`config.mk`:
```
export PLATFORM = sky130hd
export DESIGN_NAME = acc_alu_exec_flat
export DESIGN_NICKNAME = d
export VERILOG_FILES = /design/src/rtl/acc_alu_exec_if.sv /design/src/rtl/acc_alu_exec.sv /design/src/flat_wrapper.sv
export SDC_FILE = /design/constraint.sdc
export NUM_CORES = 1
export LEC_CHECK = 0
export ABC_AREA = 1
export ABC_CLOCK_PERIOD_IN_PS = 3940
export CORE_ASPECT_RATIO = 0.8
export CORE_MARGIN = 4
export CORE_UTILIZATION = 40
export CTS_BUF_LIST = sky130_fd_sc_hd__clkbuf_8
export CTS_CLUSTER_DIAMETER = 80
export DETAILED_ROUTE_END_ITERATION = 8
export REMOVE_ABC_BUFFERS = 1
export SLEW_MARGIN = 20
export SYNTH_ARGS = -nofsm -noshare
export SYNTH_HDL_FRONTEND = slang
export SYNTH_SLANG_ARGS = --single-unit
```
`constraint.sdc`:
```
create_clock -name clk1 -period 3.94 [get_ports clk1]
set_input_delay 0.394 -clock clk1 [delete_from_list [all_inputs] [get_ports clk1]]
set_output_delay 0.394 -clock clk1 [all_outputs]
set_load 0.03 [all_outputs]
```
`src/rtl/acc_alu_exec_if.sv`:
```
// Control/data bundle between the CPU control FSM (master) and the accumulator execute stage (slave).
interface acc_alu_exec_if #(parameter int DW = 8);
    logic [1:0]    opcode;
    logic          rd;
    logic          load_acc;
    logic          datactl_ena;
    logic [DW-1:0] data_in;
    logic [DW-1:0] data_out;
    logic          data_oe;
    logic [DW-1:0] acc;
    logic          zero;
    logic          carry;
    logic          wb_valid;

    modport master (
        output opcode, rd, load_acc, datactl_ena, data_in,
        input  data_out, data_oe, acc, zero, carry, wb_valid
    );

    modport slave (
        input  opcode, rd, load_acc, datactl_ena, data_in,
        output data_out, data_oe, acc, zero, carry, wb_valid
    );
endinterface

```
`src/rtl/acc_alu_exec.sv`:
```
// Accumulator execute stage: INC/DEC/ADD into one accumulator, operand latch, bus write-back.
// Optional macro CARRY_FLAG_EN adds a carry/borrow register; without it carry is tied to 0.
module acc_alu_exec #(
    parameter int            DW       = 8,
    parameter logic [DW-1:0] ACC_INIT = '0
) (
    input  logic          clk1,
    input  logic          rst_n,
    acc_alu_exec_if.slave bus
);
    localparam logic [1:0] OP_JMP = 2'b00;
    localparam logic [1:0] OP_INC = 2'b01;
    localparam logic [1:0] OP_DEC = 2'b10;
    localparam logic [1:0] OP_ADD = 2'b11;

`ifdef CARRY_FLAG_EN
    localparam int SW = DW + 1;
`else
    localparam int SW = DW;
`endif

    typedef enum logic [1:0] {S_IDLE, S_OPND, S_EXEC, S_WB} state_t;

    state_t        r_state;
    state_t        w_state_next;
    logic [DW-1:0] r_acc;
    logic [DW-1:0] r_opnd;
    logic [DW-1:0] r_data_out;
    logic          r_opnd_vld;
    logic          r_zero;
    logic          r_data_oe;
    logic          r_wb_valid;
    logic          w_capture;
    logic          w_write;
    logic          w_wb_start;
    logic          w_wb_end;
    logic          w_clr_opnd;
    logic [DW-1:0] w_operand;
    logic [SW-1:0] w_sum;

    always_ff @(posedge clk1 or negedge rst_n) begin
        if (!rst_n) begin
            r_state <= S_IDLE;
        end else begin
            r_state <= w_state_next;
        end
    end

    // Bus write-back takes priority so a load_acc/datactl_ena overlap still lands in WB.
    always_comb begin
        w_state_next = r_state;
        case (r_state)
            S_IDLE: begin
                if (bus.datactl_ena)                         w_state_next = S_WB;
                else if (bus.load_acc)                       w_state_next = S_EXEC;
                else if (bus.rd && (bus.opcode == OP_ADD))   w_state_next = S_OPND;
            end
            S_OPND, S_EXEC: begin
                if (bus.datactl_ena)                         w_state_next = S_WB;
                else if (bus.load_acc)                       w_state_next = S_EXEC;
                else if (!bus.rd)                            w_state_next = S_IDLE;
            end
            S_WB: begin
                if (!bus.datactl_ena)                        w_state_next = S_IDLE;
            end
            default:                                         w_state_next = S_IDLE;
        endcase
    end

    always_comb begin
        w_write    = bus.load_acc && (bus.opcode != OP_JMP);
        w_capture  = ((r_state == S_IDLE) || (r_state == S_OPND)) && bus.rd &&
                     !bus.load_acc && !bus.datactl_ena && (bus.opcode == OP_ADD);
        w_clr_opnd = (w_state_next == S_IDLE);
        w_wb_start = bus.datactl_ena && !r_data_oe;
        w_wb_end   = !bus.datactl_ena && r_data_oe;
    end

    // With the carry build the sum is one bit wider; its MSB is carry-out or borrow.
    always_comb begin
        w_operand = r_opnd_vld ? r_opnd : bus.data_in;
        case (bus.opcode)
            OP_ADD:  w_sum = SW'(r_acc) + SW'(w_operand);
            OP_INC:  w_sum = SW'(r_acc) + SW'(1);
            OP_DEC:  w_sum = SW'(r_acc) - SW'(1);
            default: w_sum = SW'(r_acc);
        endcase
    end

    always_ff @(posedge clk1 or negedge rst_n) begin
        if (!rst_n) begin
            r_acc      <= ACC_INIT;
            r_zero     <= (ACC_INIT == '0);
            r_opnd     <= '0;
            r_opnd_vld <= 1'b0;
            r_data_out <= '0;
            r_data_oe  <= 1'b0;
            r_wb_valid <= 1'b0;
        end else begin
            if (w_write) begin
                r_acc  <= w_sum[DW-1:0];
                r_zero <= (w_sum[DW-1:0] == '0);
            end
            if (w_capture) begin
                r_opnd     <= bus.data_in;
                r_opnd_vld <= 1'b1;
            end else if (w_clr_opnd) begin
                r_opnd_vld <= 1'b0;
            end
            r_wb_valid <= w_wb_start;
            if (w_wb_start) begin
                r_data_out <= r_acc;
                r_data_oe  <= 1'b1;
            end else if (w_wb_end) begin
                r_data_oe  <= 1'b0;
            end
        end
    end

`ifdef CARRY_FLAG_EN
    logic r_carry;

    always_ff @(posedge clk1 or negedge rst_n) begin
        if (!rst_n) begin
            r_carry <= 1'b0;
        end else if (w_write) begin
            r_carry <= w_sum[SW-1];
        end
    end

    assign bus.carry = r_carry;
`else
    assign bus.carry = 1'b0;
`endif

    assign bus.acc      = r_acc;
    assign bus.zero     = r_zero;
    assign bus.data_out = r_data_out;
    assign bus.data_oe  = r_data_oe;
    assign bus.wb_valid = r_wb_valid;
endmodule
```
`src/flat_wrapper.sv`:
```
// flat-port wrapper written by rule: the top's interface ports become plain ports
module acc_alu_exec_flat 
#(
    parameter int            DW       = 8,
    parameter logic [DW-1:0] ACC_INIT = '0
)
  (clk1, rst_n, bus_opcode, bus_rd, bus_load_acc, bus_datactl_ena, bus_data_in, bus_data_out, bus_data_oe, bus_acc, bus_zero, bus_carry, bus_wb_valid);
  acc_alu_exec_if #(.DW(DW)) bus_i ();
  input  logic clk1;
  input  logic rst_n;
  input wire logic [$bits(bus_i.opcode)-1:0] bus_opcode;
  input wire logic [$bits(bus_i.rd)-1:0] bus_rd;
  input wire logic [$bits(bus_i.load_acc)-1:0] bus_load_acc;
  input wire logic [$bits(bus_i.datactl_ena)-1:0] bus_datactl_ena;
  input wire logic [$bits(bus_i.data_in)-1:0] bus_data_in;
  output wire logic [$bits(bus_i.data_out)-1:0] bus_data_out;
  output wire logic [$bits(bus_i.data_oe)-1:0] bus_data_oe;
  output wire logic [$bits(bus_i.acc)-1:0] bus_acc;
  output wire logic [$bits(bus_i.zero)-1:0] bus_zero;
  output wire logic [$bits(bus_i.carry)-1:0] bus_carry;
  output wire logic [$bits(bus_i.wb_valid)-1:0] bus_wb_valid;
  assign bus_i.opcode = bus_opcode;
  assign bus_i.rd = bus_rd;
  assign bus_i.load_acc = bus_load_acc;
  assign bus_i.datactl_ena = bus_datactl_ena;
  assign bus_i.data_in = bus_data_in;
  assign bus_data_out = bus_i.data_out;
  assign bus_data_oe = bus_i.data_oe;
  assign bus_acc = bus_i.acc;
  assign bus_zero = bus_i.zero;
  assign bus_carry = bus_i.carry;
  assign bus_wb_valid = bus_i.wb_valid;
  acc_alu_exec #(.DW(DW), .ACC_INIT(ACC_INIT)) u_core (.clk1(clk1), .rst_n(rst_n), .bus(bus_i));
endmodule
```
## Yosys cells after proc, flatten, opt, wreduce, memory -nomap -nowiden

Index checks and enable logic that the tools add are counted.

- Output and inout bits: 20
- Input port bits: 15
- Register bits: 30
- Word-level logic and storage cells: 50

- Mux-type cells: 14
- Equal/unequal tests: 6
- Reductions and logical operators: 19
- Add/subtract/negate cells: 3

Operators with widths:

| operator | count |
|---|---|
| one-hot mux 8 bit (3 select lines) | 1 |
| two-way mux 2 bit | 7 |
| adder 8 x 1 -> 8 bit, second input constant | 1 |
| adder 8 bit | 1 |
| == test 2 bit, second input constant | 4 |
| logical AND 1 bit | 8 |
| zero test 8 bit | 1 |
| two-way mux 8 bit | 1 |
| subtractor 8 x 1 -> 8 bit, second input constant | 1 |
| one-hot mux 2 bit (3 select lines) | 1 |
| nonzero test 2 bit | 3 |
| == test 2 x 1 -> 1 bit, second input constant | 2 |
| zero test 2 bit | 2 |
| two-way mux 1 bit | 4 |
| zero test 1 bit | 3 |
| OR reduction 2 bit | 1 |
| logical OR 1 bit | 1 |

## Depth between registers and ports, before layout

Gate-level depths: netlist of run 1.

- Depth after elaboration: 9
- Mapped depth: 21
- Depth with buffers taken out: 20

## Worst setup path after synthesis of run 1

OpenSTA, ideal clock, no wires.

- Kind: reg2reg
- Start: reg u_core.r_opnd_vld
- End: reg u_core.r_acc[7] (netlist: u_core.bus.acc[7])
- Slack: 1.277 ns
- Arrival time: 2.546 ns
- Period minus slack after synthesis: 2.663 ns
- Path buffers: 1
- Cell stages (with the launch flop): 19
- Path through: dfrtp_1 -> buf_6 -> o21ai_2 -> inv_1 -> ha_1 -> nand3_1 -> xor2_1 -> o21ai_0 -> ha_1 -> a21oi_1 -> o21ai_0 -> a31oi_1 -> inv_1 -> nand2_1 -> nand3_1 -> nand2_1 -> nand2_1 -> nand2_1 -> nand2_1

- Word-level cells in the longest chain between the ends: 3

Ends and longest elaborated chain:

| element | RTL line | text |
|---|---|---|
| start: declaration | acc_alu_exec.sv:29 | `logic r_opnd_vld;` |
| start signal: assignment | acc_alu_exec.sv:95 | `r_opnd_vld <= 1'b0;` |
| start signal: assignment | acc_alu_exec.sv:106 | `r_opnd_vld <= 1'b1;` |
| start signal: assignment | acc_alu_exec.sv:108 | `r_opnd_vld <= 1'b0;` |
| two-way mux 8 bit | acc_alu_exec.sv:81 | `w_operand = r_opnd_vld ? r_opnd : bus.data_in;` |
| adder 8 bit | acc_alu_exec.sv:83 | `OP_ADD: w_sum = SW'(r_acc) + SW'(w_operand);` |
| one-hot mux 8 bit (3 select lines) | acc_alu_exec.sv:82 | `case (bus.opcode)` |
| end signal: assignment | acc_alu_exec.sv:101 | `r_acc <= w_sum[DW-1:0];` |
| end: declaration | acc_alu_exec.sv:26 | `logic [DW-1:0] r_acc;` |

No other way between the ends.
A chain may end at the register's enable or synchronous reset.

## Final worst setup path of run 1

Same ends and word-level chain as after synthesis.

==> results.toml, run 1 <==
[synth]
synth-simple-area-share = 0.262
synth-seq-area-share = 0.375
ys_seq_elements = 30
synth_top_family_by_area = "simple AND/OR/NAND/NOR gates"
synth-xor-area-share = 0.0393
synth_warnings = 0
synthMuxAreaShare = 0.00499
synth_compound_area_frac = 0.110
synthAdderAreaFrac = 0.104
synth_area_per_cell_um2 = 7.45
syn_area_um2 = 2000
synthCells = 269
synthDistinctLibCells = 32

[clock_tree]
root_buffer = "clkbuf_8"
cts_buffers = 5
cts_resized = 0
cts_sinks = 30
clkSlewWorstSetupHoldPaths_ps = 70
insertion_delay_ps = 280
post-cts-setup-buffer-count = 0
h-tree-depth = 2
ctsLongestPathBuffers = 2
tritoncts = "done"
postCtsHoldBufs = 0

[worst_setup_path]
cp.required_ps = 4110
slowest_stage = "dfrtp_1"
worstPathMaxFanout = 12
worstSetupPathType = "flip-flop to flip-flop"
arrival_ps = 3270
crit_chain = "inv_1 -> nand2_1 -> nand2_2 -> ha_1 -> nand3_1 -> xor2_1 -> o21ai_0 -> ha_1 -> a21oi_1 -> o21ai_0 -> a31oi_1 -> inv_1 -> nand2_1 -> nand3_1 -> nand2_1 -> nand2_1 -> nand2_1 -> nand2_1"
crit_top_cell = "nand2_1"
cp-start-kind = "flip-flop"
critPathCaptureType = "flip-flop"
slowest_delay_ps = 600
ff2ff_path_depth = 18

[global_routing]
grtUsageTotal = 0.146
grt_use_met2 = 0.219
grt.met1_usage = 0.211
grt-ovfl-total = 0
grt_use_met3 = 0.0356
globalRoute.busiestLayer = "met2"
antenna_found_initial = 0
grt_start_max_net_pins = 31
grt_pass1_wl_mm = 7.33
grt_pass1_vias = 1654

[floorplan]
core-area_um2 = 4710
num_io_pins = 35
rows = 22
die_w_um = 87.1
start_util = 0.426
die-area_um2 = 6210
die_h_um = 71.3

[power_and_ir_drop]
combPwrFrac = 0.579
p_switching_mw = 0.862
intPower_mw = 0.982
cellLeakagePower_nw = 1.31
powerDensity_nw_per_um2 = 742
vdd_drop_max_uv = 400
clkPwrFrac = 0.129
pwr-share-seq = 0.292
swShare = 0.467

[place]
port_buffers = 33
dpl_worst_slack_ps = 638
dp_hpwl_mm = 3.25
gp_congestion = 0.822

[timing]
final.min_clock_period_ps = 3100
fin_skew_ps = 4.01
finalSetupViolations = 0
layout_setup_ws_ps = 844
finalHoldViolations = 0
post-route-period-util = 0.786
clock.fmax_mhz = 323
finalSetupTns_ps = 0
drv_slew = 0
rsz0062_at_grt = "no"

[route]
finalWirelength_mm = 4.18
route.vias.total = 1684
drtAntennaViolNets = 0
first_iter_violations = 94
dr.pass1.iters = 4
viasPerCell = 4.58
wire_per_inst_um = 11.4
drcViolationCount = 0

[cells_and_area]
nFillCells = 479
drive_gt1_frac = 0.0747
final_cell_mix = "88 x nand2_1, 48 x inv_1, 33 x clkdlybuf4s50_1, 29 x dfrtp_1, 25 x o21ai_0"
finalNetCount = 338
syn_to_final_growth_pct = 24.0
fin_util = 0.528
final_common_cell = "nand2_1"
antennaDiodeCount = 0

[worst_hold_path]
holdPathStages = 2
min_path_type = "flip-flop to flip-flop"

[job]
maxCapViolations = 0

[outcome]
outcome = "complete, no violations"
==> worst paths after layout <==
| path | slack, ps | startpoint | end |
|---|---|---|---|
| hold / removal | 470 | u_core.bus.data_out[3] | u_core.bus.data_out[3] |
| min in group asynchronous | 510 | rst_n | u_core.r_opnd[5] |
| hold reg to reg | 470 | u_core.bus.data_out[3] | u_core.bus.data_out[3] |
| max in group asynchronous | 3110 | rst_n | u_core.bus.zero |
| setup / recovery | 840 | u_core.r_opnd_vld | u_core.bus.acc[7] |
| setup reg to reg | 840 | u_core.r_opnd_vld | u_core.bus.acc[7] |
==> synthesized netlist by cell type (all sizes together) <==
cell type / n / area [um2]
a21oi: 5 / 25.0
o22ai: 1 / 6.26
nor3: 2 / 10.0
nor2: 8 / 48.8
clkbuf: 3 / 11.3
nand3: 10 / 55.1
nor4: 1 / 6.26
a31oi: 4 / 25.0
dfrtp: 29 / 726
mux2i: 1 / 10.0
dfstp: 1 / 26.3
conb: 1 / 3.75
xor2: 5 / 43.8
o211ai: 2 / 15.0
nand3b: 1 / 7.51
xnor2: 4 / 35.0
buf: 2 / 18.8
nand2: 96 / 385
o21ai: 26 / 134
nand4: 2 / 12.5
a22oi: 1 / 7.51
o31ai: 1 / 7.51
ha: 15 / 188
fa: 1 / 20.0
inv: 47 / 176
==> power groups by stage <==
stage	Clock [mW]	Sequential (mW)	Combinational [mW]
2_1_floorplan	0	0.693	0.584
3_3_place_gp	0	0.545	1.07
3_5_place_dp	0	0.543	1.07
4_1_cts	0.247	0.539	1.08
5_1_grt	0.263	0.560	1.21
6_report	0.238	0.539	1.07
==> routing by layer <==
metal	share of wire	routed length, um	vias up
li1	-	-	919
met3	0.048	201	4
met1	0.54	2280	738
met2	0.40	1660	23
met5	0	0	-
met4	0.011	44	0
==> cell type report <==
type,count,area [um2],area share
flip-flops and latches,30,752,0.303
multi-input cells,187,1050,0.421
clock buffers,5,68.8,0.0277
well taps,60,75.1,0.0302
clock inverters,3,13.8,0.00554
inverters,47,176,0.0710
repair buffers,36,353,0.142
==> logic make-up (layout without fill, tap and decap cells) <==
| family | Yosys count | after routing |
|---|---|---|
| flip-flops | 30 | 30 |
| AO/OA/AOI/OAI | 40 | 40 |
| XOR/XNOR | 9 | 9 |
| multiplexers | 1 | 1 |
| adder cells (fa/ha/maj) | 16 | 16 |
| AND/OR/NAND/NOR | 120 | 120 |
| buffers and inverters | 52 | 91 |
| other | 1 | 1 |
==> flip-flops by register name, summed over array words and instances (netlist names) <==
name and cells:
u_core.bus.acc 8, u_core.bus.data_oe 1, u_core.bus.data_out 8, u_core.bus.wb_valid 1, u_core.bus.zero 1, u_core.r_opnd 8, u_core.r_opnd_vld 1, u_core.r_state 2
==> critical path, delay by kind of cell, from the launching register on <==
family | cells | cell delay [ps]
AND/OR/NAND/NOR | 9 | 700
AO/OA/AOI/OAI | 4 | 670
flip-flops | 1 | 600
adder cells (fa/ha/maj) | 2 | 580
buffers and inverters | 2 | 280
XOR/XNOR | 1 | 150
==> metrics by stage <==
| step | power [mW] | cell area, um2 | instances | hold slack, ps |
|---|---|---|---|---|
| 6_report | 1.84 | 2480 | 368 | 473 |
| 5_1_grt | 2.03 | 2480 | 368 | 496 |
| 4_1_cts | 1.86 | 2480 | 367 | 475 |
| 3_5_place_dp | 1.61 | 2390 | 359 | 458 |
| 3_3_place_gp | 1.61 | 2390 | 359 | 458 |
| 2_1_floorplan | 1.28 | 1970 | 264 | 98.4 |
Power figures use the tool's default switching activity.
==> run 2, diff against run 1 <==
--- a/config.mk
+++ b/config.mk
@@ -6,13 +6,14 @@
 export NUM_CORES = 1
 export LEC_CHECK = 0
 export ABC_AREA = 1
-export ABC_CLOCK_PERIOD_IN_PS = 3940
+export ABC_CLOCK_PERIOD_IN_PS = 2550
 export CORE_ASPECT_RATIO = 0.8
 export CORE_MARGIN = 4
 export CORE_UTILIZATION = 40
 export CTS_BUF_LIST = sky130_fd_sc_hd__clkbuf_8
 export CTS_CLUSTER_DIAMETER = 80
 export DETAILED_ROUTE_END_ITERATION = 8
+export PLACE_DENSITY = 0.66
 export REMOVE_ABC_BUFFERS = 1
 export SLEW_MARGIN = 20
 export SYNTH_ARGS = -nofsm -noshare
==> constraint.sdc (replaced) <==
create_clock -name clk1 -period 2.55 [get_ports clk1]
set_input_delay 0.255 -clock clk1 [delete_from_list [all_inputs] [get_ports clk1]]
set_output_delay 0.255 -clock clk1 [all_outputs]
set_load 0.03 [all_outputs]
==> run 2 against run 1 <==
  * The run now ends with setup timing left
  * Total power is 79% higher
  * Global-route usage is 0.86 points higher
  * Combinational power is 94% higher
  * Via count is 9.3% higher
  * Count of clock-buffer cells in the layout is 1 higher
  * Hold slack worse by 190 ps
  * Critical path depth is 2 higher
  * Utilization is 7.5 points higher
  * Non-clock buffer count is 28 higher
  * Sequential power is 55% higher
  * Critical path type unchanged
  * Largest power group unchanged
==> results.toml, run 2 (same netlist as run 1, synthesis figures left out) <==
[outcome]
outcome = "complete, but fails checks"
failed_checks = "setup timing"

[global_routing]
grt_use_met3 = 0.0494
grt_pass1_vias = 1727
antenna_found_initial = 0
grt-ovfl-total = 0
globalRoute.busiestLayer = "met2"
grt_use_met2 = 0.229
grt_start_max_net_pins = 31
grt_pass1_wl_mm = 7.71
grtUsageTotal = 0.154
grt.met1_usage = 0.214

[cells_and_area]
syn_to_final_growth_pct = 41.6
final_common_cell = "nand2_1"
fin_util = 0.603
antennaDiodeCount = 0
drive_gt1_frac = 0.214
finalNetCount = 366
nFillCells = 416
final_cell_mix = "84 x nand2_1, 44 x inv_1, 32 x clkdlybuf4s50_1, 28 x dfrtp_1, 26 x buf_4"

[power_and_ir_drop]
clkPwrFrac = 0.116
pwr-share-seq = 0.254
p_switching_mw = 1.46
vdd_drop_max_uv = 657
cellLeakagePower_nw = 1.48
powerDensity_nw_per_um2 = 1160
combPwrFrac = 0.630
swShare = 0.443
intPower_mw = 1.84

[worst_setup_path]
critPathCaptureType = "flip-flop"
slowest_delay_ps = 460
crit_chain = "inv_2 -> buf_6 -> nand2_1 -> nand2_2 -> nand3_4 -> nor3_4 -> xnor2_1 -> nand2_1 -> nand2_2 -> ha_4 -> a21oi_2 -> o21ai_1 -> a31oi_1 -> inv_1 -> nand2_1 -> nand3_1 -> nand2_1 -> nand2_1 -> nand2_1 -> nand2_1"
crit_top_cell = "nand2_1"
critPathBufInv = 3
reg2reg_slack_ps = -20
arrival_ps = 2740
worstPathMaxFanout = 6
crit_family = "simple AND/OR/NAND/NOR gates"
slowest_stage = "dfrtp_2"
worstSetupPathType = "flip-flop to flip-flop"
cp-start-kind = "flip-flop"
critPathLaunch = "u_core.r_opnd_vld"
r2r_start = "u_core.r_opnd_vld"
cp.required_ps = 2720

[floorplan]
start_util = 0.426
rows = 22
die-area_um2 = 6210
die_w_um = 87.1
core-area_um2 = 4710
die_h_um = 71.3
num_io_pins = 35

[timing]
drv_slew = 0
finalSetupViolations = 2
rsz0062_at_grt = "yes"
fin_skew_ps = 8.85
final.min_clock_period_ps = 2570
finalSetupTns_ps = -37.2
layout_setup_ws_ps = -24.1
post-route-period-util = 1.01
clock.fmax_mhz = 388
holdWs_ps = 281
finalHoldViolations = 0

[place]
gp_congestion = 0.829
dpl_worst_slack_ps = -423
dp_hpwl_mm = 3.37
port_buffers = 33

[clock_tree]
ctsLongestPathBuffers = 2
clkSlewWorstSetupHoldPaths_ps = 70
h-tree-depth = 2
root_buffer = "clkbuf_8"
insertion_delay_ps = 280
tritoncts = "done"
cts_sinks = 30
cts_buffers = 5
postCtsHoldBufs = 0

[route]
route.vias.total = 1841
dr.pass1.iters = 6
finalWirelength_mm = 4.55
first_iter_violations = 74
viasPerCell = 4.65
drcViolationCount = 0
drtAntennaViolNets = 0
wire_per_inst_um = 11.5

[worst_hold_path]
hp-start = "bus_data_in[0]"
min_path_type = "input port to flip-flop"

[job]
maxCapViolations = 0
## run 2: power groups by stage
stage	Sequential, mW	Combinational (mW)	Clock, mW
6_report	0.837	2.08	0.383
2_1_floorplan	1.07	0.902	0
3_3_place_gp	0.835	1.83	0
5_1_grt	0.870	2.31	0.412
3_5_place_dp	0.836	1.86	0
4_1_cts	0.836	1.99	0.398
## run 2: per-stage QoR
step	area (um2)	power, mW	std cells
finish	2840	3.30	396
global route	2840	3.59	396
CTS	2780	3.23	394
detailed placement	2570	2.69	383
global placement	2570	2.66	383
floorplan	1970	1.97	264
## run 2: path summary, 6_finish.rpt
path / endpoint / depth (start not counted)
setup reg to reg: u_core.bus.acc[7] / 20
hold / removal: u_core.r_opnd[0] / 3
max in group asynchronous: u_core.bus.zero / 2
setup / recovery: u_core.bus.acc[7] / 20
min in group asynchronous: u_core.r_opnd[2] / 2
hold reg to reg: u_core.bus.data_out[3] / 2
## run 2: layout make-up
cell class	count	area, um2	area share
multi-input cells	187	1160	0.410
flip-flops and latches	30	753	0.265
repair buffers	64	581	0.205
inverters	47	176	0.0622
clock buffers	6	82.6	0.0291
well taps	60	75.1	0.0265
clock inverters	2	7.51	0.00265
## run 2: what timing repair did
action,in CTS,in global routing
resized for setup,24,11
pin swaps,6,14
buffers inserted,3,1
cloned,0,0
endpoints found under the setup margin,3,4
## run 2: metal layers
| layer | wire (um) | share of wire | vias to the layer above |
|---|---|---|---|
| li1 | - | - | 976 |
| met3 | 233 | 0.051 | 10 |
| met1 | 2300 | 0.51 | 822 |
| met5 | 0 | 0 | - |
| met2 | 1960 | 0.43 | 33 |
| met4 | 63 | 0.014 | 0 |
## run 2: worst reg2reg max path: stages (launching register included)
cell     delay [ps]
dfrtp_2         460
inv_2            90
buf_6           120
nand2_1          60
nand2_2         110
nand3_4         100
nor3_4          210
xnor2_1         140
nand2_1          80
nand2_2          70
ha_4            200
a21oi_2         110
o21ai_1          70
a31oi_1         200
inv_1            60
nand2_1          70
nand3_1          70
nand2_1         100
nand2_1          50
nand2_1          50
nand2_1          50
